$ cat config.mk
export PLATFORM = sky130hd
export DESIGN_NAME = mem_arbiter
export DESIGN_NICKNAME = d
export VERILOG_FILES = /design/src/rtl/mem_arbiter.sv
export SDC_FILE = /design/constraint.sdc
export NUM_CORES = 1
export LEC_CHECK = 0
export ABC_AREA = 1
export CORE_AREA = 2 2 273 275
export CTS_CLUSTER_DIAMETER = 60
export DETAILED_ROUTE_END_ITERATION = 6
export DIE_AREA = 0 0 275 277
export PLACE_DENSITY = 0.3
export SLEW_MARGIN = 15
export SYNTH_ARGS = -nofsm -noshare
export SYNTH_HDL_FRONTEND = slang
export SYNTH_SLANG_ARGS = --single-unit
$ cat constraint.sdc
create_clock -name clk -period 1.75 [get_ports clk]
set_input_delay 0.175 -clock clk [delete_from_list [all_inputs] [get_ports clk]]
set_output_delay 0.175 -clock clk [all_outputs]
set_load 0.01 [all_outputs]
$ cat src/rtl/mem_arbiter.sv
// mem_arbiter: shares one physical-memory port between an I-cache and a D-cache.
// One transaction is granted at a time; the granted client's strobes, address
// and write data are steered to pmem, and pmem_resp is returned only to it.
// Optional feature macro: ARB_ROUND_ROBIN_EN -- when defined, a last_grant
// register alternates the grant when both clients are pending; otherwise the
// D-cache always wins.
module mem_arbiter #(
  parameter int ADDR_W = 16,
  parameter int LINE_W = 128
) (
  input  logic              clk,
  input  logic              reset,
  input  logic              icache_pmem_read,
  input  logic [ADDR_W-1:0] icache_pmem_address,
  output logic [LINE_W-1:0] icache_pmem_rdata,
  output logic              icache_pmem_resp,
  input  logic              dcache_pmem_read,
  input  logic              dcache_pmem_write,
  input  logic [ADDR_W-1:0] dcache_pmem_address,
  input  logic [LINE_W-1:0] dcache_pmem_wdata,
  output logic [LINE_W-1:0] dcache_pmem_rdata,
  output logic              dcache_pmem_resp,
  output logic              pmem_read,
  output logic              pmem_write,
  output logic [ADDR_W-1:0] pmem_address,
  output logic [LINE_W-1:0] pmem_wdata,
  input  logic [LINE_W-1:0] pmem_rdata,
  input  logic              pmem_resp
);

  // state   | meaning
  // IDLE    | no grant; strobes and responses low, arbitrating pending requests
  // SERVE_I | I-cache owns pmem until pmem_resp or it drops its request
  // SERVE_D | D-cache owns pmem until pmem_resp or it drops its request
  typedef enum logic [1:0] {IDLE, SERVE_I, SERVE_D} state_t;

  state_t state, state_nxt;
  logic   i_pending, d_pending, pick_d;

  assign i_pending = icache_pmem_read;
  assign d_pending = dcache_pmem_read | dcache_pmem_write;

  // Fill data is broadcast; only the resp strobe identifies the owner.
  assign icache_pmem_rdata = pmem_rdata;
  assign dcache_pmem_rdata = pmem_rdata;

`ifdef ARB_ROUND_ROBIN_EN
  logic last_grant_d;

  // Remember which client won the most recent grant (reset to I so D wins first).
  always_ff @(posedge clk) begin
    if (reset) begin
      last_grant_d <= 1'b0;
    end else if (state == IDLE && state_nxt == SERVE_D) begin
      last_grant_d <= 1'b1;
    end else if (state == IDLE && state_nxt == SERVE_I) begin
      last_grant_d <= 1'b0;
    end
  end

  assign pick_d = d_pending & (~i_pending | ~last_grant_d);
`else
  assign pick_d = d_pending;
`endif

  // State register; reset aborts any transaction in flight.
  always_ff @(posedge clk) begin
    if (reset) begin
      state <= IDLE;
    end else begin
      state <= state_nxt;
    end
  end

  // Next-state and pmem steering; resp is gated by the live request so a
  // withdrawn request never sees a late response.
  always_comb begin
    state_nxt        = state;
    pmem_read        = 1'b0;
    pmem_write       = 1'b0;
    pmem_address     = '0;
    pmem_wdata       = '0;
    icache_pmem_resp = 1'b0;
    dcache_pmem_resp = 1'b0;
    case (state)
      IDLE: begin
        if (pick_d) begin
          state_nxt = SERVE_D;
        end else if (i_pending) begin
          state_nxt = SERVE_I;
        end
      end
      SERVE_I: begin
        pmem_read        = icache_pmem_read;
        pmem_address     = icache_pmem_address;
        icache_pmem_resp = pmem_resp & i_pending;
        if (pmem_resp || !i_pending) begin
          state_nxt = IDLE;
        end
      end
      SERVE_D: begin
        pmem_read        = dcache_pmem_read;
        pmem_write       = dcache_pmem_write;
        pmem_address     = dcache_pmem_address;
        pmem_wdata       = dcache_pmem_wdata;
        dcache_pmem_resp = pmem_resp & d_pending;
        if (pmem_resp || !d_pending) begin
          state_nxt = IDLE;
        end
      end
      default: state_nxt = IDLE;
    endcase
  end

endmodule

==> metrics.yaml, run 1 <==
status: "finished clean"
drc_errors: 0
die_area_sq_um: 76180
cp_max_fo: 8
grt_max_degree: 27
grtUsageTotal: 0.04197
relSlewSlack: 0.8351
required_ns: 1.57
cp_slowest_cell: "dfxtp_2"
ys_top_cells_by_area: "buf_4 55%, nand2_1 18%, inv_1 15%"
crit_chain: "buf_6 > ha_4 > buf_6 > buf_12 > buf_16 > buf_8 > nand2_1 > inv_1 > buf_6"
cp_common_cell: "buf_6"
areaGrowthSynthToFinish_pct: 68.81
core_sq_um: 73570
cts_num_sinks: 2
dr.pass1.iters: 4
place_congestion: 0.7309
start_util: 0.04787
post_drt_wl_per_cell_um: 10.74
antenna_found_initial: 0
p_comb_frac: 0.821
power_frac_clock: 0.154
worstSetupPathType: "reg2out"
n_fill_cell: 8722
yosysWarnings: 0
rsz0062_at_grt: "yes"
holdCritPathClass: "in2out"
stdcell_area_sq_um: 5946
finalPower_uw: 2210
setup_viol: 0
drv_slew: 0
final.setup.tns_ns: 0
clock_latency_ns: 0.22
yosysTopAreaCell: "buf_4"
synth_cells: 620
arrival_ns: 1.57
postRouteAntennaNets: 0
switching_share: 0.4006
ys_seq_area_frac: 0.01137
maxCapViolations: 0
skew_ns: 0.0006550
grt_overflow_total: 0
post-route-min-period_ns: 1.749
cts-root-buf: "clkbuf_16"
num_vias: 3678
hp-start: "pmem_rdata[112]"
diodes: 0
ys_ff_latch: 2
die_w_um: 275
synth.distinct_cells: 16
final_cells: 1670
drive_above_1_share: 0.2582
fin_crit_sh: 0.9992
clk_pin_slew_ns: 0.03
power.leakage_uw: 0.003315
cts_tree: "yes"
drt_iter0_markers: 131
place_inst: 1645
grt_pass1_wl_um: 23780
p_int_uw: 1325
worstMarginPinSlew_ns: 0.2466
viasPerCell: 2.202
startpoint_type: "flip-flop"
reg.largest.list: "state (2)"
fin_ws_ns: 0.001349
rows: 100
avgSynthCellArea_sq_um: 5.681
ir_drop_v: 0.0003227
cts-buffers-inserted: 3
clock.fmax_ghz: 0.5719
max_stage_delay_ns: 0.31
startpoint: "state[1]"
top_register: "state"
r2r-start: "state[1]"
grt_pass1_vias: 3882
clock_path_buffers: 2
pin_count: 698
die_h_um: 277
syn_area_sq_um: 3522
finalHoldViolations: 0
post_dp_cell_area_sq_um: 6016
switchingPower_uw: 885.3
post-place-ws_ns: -0.1898
cts-htree-levels: 1
pwr-share-seq: 0.025
wl_um: 17930
cts_hold_buf: 0
layout.nets: 1002
syn-num-nets: 919
io_buffers: 313
largest_reg_flops: 2
crit_path_end_kind: "output pin"
p_per_area_nw_per_um2: 371.7
dpl.hpwl_um: 14580
synth_top_area_frac: 0.5520
==> routing by layer <==
metal	track usage	part of all wire	vias to the layer above	routed length (um)
li1	-	-	1637	-
met1	0.04160	0.36	1520	6373
met2	0.06468	0.41	497	7375
met3	0.03737	0.21	18	3820
met4	0.007623	0.012	6	223
met5	0.01348	0.0075	-	135
==> through the flow <==
step	util	hold WS, ns
finish	0.08082	0.3500
global route	0.08082	0.3500
floorplan	-	0.2441
global placement	0.08177	0.3501
CTS	0.08257	0.3501
detailed placement	0.08177	0.3501
==> critical path: cells and delay by family, from the launching register on <==
kind,cells,cell delay [ns]
flip-flops,1,0.31
buffers and inverters,7,0.80
adder cells (fa/ha/maj),1,0.18
AND/OR/NAND/NOR,1,0.05
==> what timing repair did <==
| item | in CTS | in global routing |
|---|---|---|
| resized for setup | 329 | 157 |
| pin swaps | 1 | 0 |
| hold endpoints to repair | 0 | 0 |
| cloned | 3 | 1 |
| buffers inserted | 18 | 4 |
| endpoints found under the setup margin | 148 | 61 |
==> final cells by class <==
class	count	area (sq um)	area share
timing repair buffer	354	3176	0.5341
tap	969	1212	0.2039
multi-input combinational	204	923.4	0.1553
inverter	138	518.0	0.08712
clock buffer	3	75.07	0.01263
sequential	2	41.29	0.006944
==> cells in the mapped netlist, drive strengths merged <==
cell	number
clkinv	1
ha	5
buf	275
a21oi	18
nand3	5
nor2	6
clkbuf	1
o21bai	1
dfxtp	2
inv	137
nand2	169
==> cells in the final DEF, fill, tap and decap left out, types with 8 or more instances in the layout <==
master	Yosys	final
a21oi_1	18	17
buf_2	5	37
buf_4	259	18
buf_6	11	22
clkbuf_2	0	56
clkdlybuf4s50_1	0	165
dlygate4sd2_1	0	35
inv_1	137	129
inv_2	0	8
nand2_1	168	156
nand2_2	1	12
==> logic make-up after synthesis <==
logic type               Yosys count  synth area share
AO/OA/AOI/OAI                     19           0.02771
AND/OR/NAND/NOR                  180            0.1979
buffers and inverters            414            0.7453
adder cells (fa/ha/maj)            5           0.01776
flip-flops                         2           0.01137
==> power by group through the flow <==
| stage | combinational [uW] | clock, uW | sequential (uW) |
|---|---|---|---|
| floorplan | 1230 | 0 | 56.0 |
| finish | 1810 | 339 | 55.9 |
| global placement | 1810 | 0 | 54.6 |
| CTS | 1830 | 344 | 55.8 |
| global route | 1980 | 351 | 56.1 |
| detailed placement | 1790 | 0 | 54.8 |
==> worst paths after layout <==
kind,end,slack (ns),depth (start not counted)
setup / recovery,pmem_wdata[127],0.001,9
setup reg to reg,state[0],0.04,11
hold / removal,icache_pmem_rdata[112],0.35,0
hold reg to reg,state[1],0.73,4
Note: power is estimated with default switching activity, not from simulation.
==> inputs of run 2 (changes only) <==
ABC_AREA = not set   (was 1)
CORE_AREA = 2 2 270 272   (was 2 2 273 275)
DIE_AREA = 0 0 272 274   (was 0 0 275 277)
==> run 2 against run 1 <==
  * The flow now finishes with violations (setup timing)
  * Combinational power is 28% higher
  * First-iteration DRC count fell by 36%
  * Synthesized cell count fell by 25%
  * Hold slack about the same
  * Register-to-register slack gained 0.17 ns
  * Maximum frequency down 3.1%
  * Largest cell class unchanged
  * Wire length is 4.3% lower
==> metrics.yaml, run 2 <==
post_drt_wl_per_cell_um: 11.45  # +6.7%
io_buffers: 313  # unchanged
most-common-layout-cells: "165 x clkdlybuf4s50_1, 100 x and2_1, 45 x dlygate4sd2_1"
power.leakage_uw: 0.002389  # -28%
drive_above_1_share: 0.3414  # +0.08317
rows: 99  # -1.0%
wl_um: 17170  # -4.3%
cts_num_sinks: 2  # unchanged
synth.distinct_cells: 21  # +5
grtUsageTotal: 0.04090  # -0.001069
yosysWarnings: 0  # unchanged
status: "complete, but fails checks"
drt_iter0_markers: 84  # -36%
arrival_ns: 1.63  # +0.06 ns
startpoint_type: "flip-flop"
syn-num-nets: 761  # -17%
die_w_um: 272  # -1.1%
worstSetupPathType: "reg2out"
post-route-min-period_ns: 1.804  # +0.05563 ns
ys_ff_latch: 2  # unchanged
top_register: "state"
layout.nets: 840  # -16%
place_congestion: 0.7397  # +1.2%
whs_ns: 0.3500  # +0.000001000 ns
yosysTopAreaCell: "buf_4"
postRouteAntennaNets: 0  # unchanged
clock_latency_ns: 0.22  # about the same
synth_most_common_cell: "buf_4"
cts-buffers-inserted: 3  # unchanged
finalHoldViolations: 0  # unchanged
avgSynthCellArea_sq_um: 7.055  # +24%
violations: "setup timing"
die_area_sq_um: 74530  # -2.2%
num_vias: 3158  # -14%
synth_cells: 462  # -25%
areaGrowthSynthToFinish_pct: 85.30
reg.largest.list: "state (2)"
start_util: 0.04529  # -0.002585
fin_ws_ns: -0.05428  # -0.05563 ns
largest_reg_flops: 2  # unchanged
ys.flop_type: "dfxtp_1"
maxCapViolations: 0  # unchanged
r2r_cells: 7  # -4
clock.fmax_ghz: 0.5542  # -3.1%
required_ns: 1.57  # about the same
finalPower_uw: 2710  # +23%
antenna_found_initial: 2  # +2
dr.pass1.iters: 4  # unchanged
grt_max_degree: 34  # +26%
die_h_um: 274  # -1.1%
hold_depth: 0  # unchanged
crit_path_end_kind: "output pin"
cp_max_fo: 6  # -2
drc_errors: 0  # unchanged
setup_viol: 18  # +18
post-place-ws_ns: -0.1964  # -0.006575 ns
worstMarginPinSlew_ns: 0.2232  # -0.02338 ns
cts-root-buf: "clkbuf_16"
relSlewSlack: 0.8507  # +0.01555
skew_ns: 0.001267  # +0.0006125 ns
dpl.hpwl_um: 12910  # -11%
rsz0062_at_grt: "yes"
final_common_cell: "clkdlybuf4s50_1"
synth-edff-count: 0  # unchanged
ys_top_cells_by_area: "buf_4 59%, and2_1 25%, a22oi_1 3.9%"
core_sq_um: 71970  # -2.2%
drv_slew: 0  # unchanged
clk_pin_slew_ns: 0.03  # about the same
syn_area_sq_um: 3259  # -7.5%
grt_pass1_vias: 3279  # -16%
viasPerCell: 2.107  # -4.3%
cts_tree: "yes"
clock_path_buffers: 2  # unchanged
grt_pass1_wl_um: 22390  # -5.8%
holdCritPathClass: "in2out"
n_fill_cell: 8410  # -3.6%
p_per_area_nw_per_um2: 448.6  # +21%
fin_crit_sh: 1.031  # +0.03179
synth_common_cells: "256 x buf_4, 129 x and2_1, 17 x a22oi_1, 17 x nor2b_1, 10 x clkbuf_2"
synth_top_area_frac: 0.5896  # +0.03759
ys_seq_area_frac: 0.01228  # +0.0009164
ir_drop_v: 0.0002372  # -26%
pin_count: 698  # unchanged
cts_hold_buf: 0  # unchanged
ys_async_sr_fraction: 0  # unchanged
grt_overflow_total: 0  # unchanged
cts-htree-levels: 1  # unchanged
-- run 2: changes by cell type in the layout (fill, tap and decap cells not counted), sizes merged, moves of 4 or more --
cell / before / now
nand2: 169 / 2
a21oi: 18 / 0
buf: 91 / 100
nor2: 6 / 2
and2: 0 / 129
clkbuf: 60 / 34
nor2b: 0 / 17
a22oi: 0 / 17
inv: 137 / 4
nand3: 5 / 0
dlygate4sd2: 35 / 45
-- run 2: what timing repair did --
| item | CTS | global route |
|---|---|---|
| gates cloned | 7 | 1 |
| endpoints found under the setup margin | 147 | 74 |
| resized for setup | 444 | 63 |
| pin swaps | 1 | 1 |
| buffers inserted | 13 | 1 |
-- run 2: cell families after synthesis --
kind of cell | after synthesis | share of synthesized area
compound gates | 23 | 0.05566
flops | 2 | 0.01228
simple gates | 153 | 0.2910
buf+inv | 279 | 0.6219
fa+ha+maj | 5 | 0.01919
-- run 2: per-stage QoR --
stage                     cell area, sq um     util  TNS, ns  std cells
after floorplan                       3259        -        0        462
after CTS                             6122  0.08507   -2.367       1498
after detailed placement              5793  0.08050   -15.90       1476
after global routing                  6040  0.08392   -1.566       1499
final                                 6040  0.08392  -0.7125       1499
after global placement                5793  0.08050   -18.26       1476
-- run 2: final timing paths --
kind / startpoint / to / slack [ns]
setup reg to reg: state[0] / state[1] / 0.21
hold reg to reg: state[1] / state[1] / 0.67
setup / recovery: state[0] / pmem_wdata[40] / -0.05
hold / removal: pmem_rdata[15] / dcache_pmem_rdata[15] / 0.35
-- run 2: worst max-delay path, stage by stage (launching register included) --
cell	delay (ns)
dfxtp_2	0.33
inv_4	0.04
ha_4	0.18
buf_12	0.15
buf_8	0.13
buf_12	0.14
buf_16	0.15
and2_4	0.14
buf_6	0.11
-- run 2: layout make-up --
type,instances,area (sq um),area share
Tap cell,959,1200,0.1987
Multi-Input combinational cell,181,1335,0.2210
Clock buffer,3,75.07,0.01243
Sequential cell,2,42.54,0.007044
Antenna cell,1,2.502,0.0004143
Inverter,4,17.52,0.002900
Timing Repair Buffer,349,3367,0.5575
-- run 2: report_power, final --
| part | internal [uW] | leakage (uW) | switching (uW) |
|---|---|---|---|
| Combinational | 1390 | 0.00233 | 920 |
| Sequential | 53.2 | 0.0000172 | 6.60 |
| Clock | 291 | 0.0000370 | 51.1 |
| Total | 1730 | 0.00239 | 977 |
-- run 2: metal layers --
layer / up-vias / global-route usage / share of wire
met2: 456 / 0.05881 / 0.42
met1: 1329 / 0.04075 / 0.33
met5: - / 0.02824 / 0.018
met4: 8 / 0.005495 / 0.014
met3: 40 / 0.04098 / 0.22
li1: 1325 / - / -
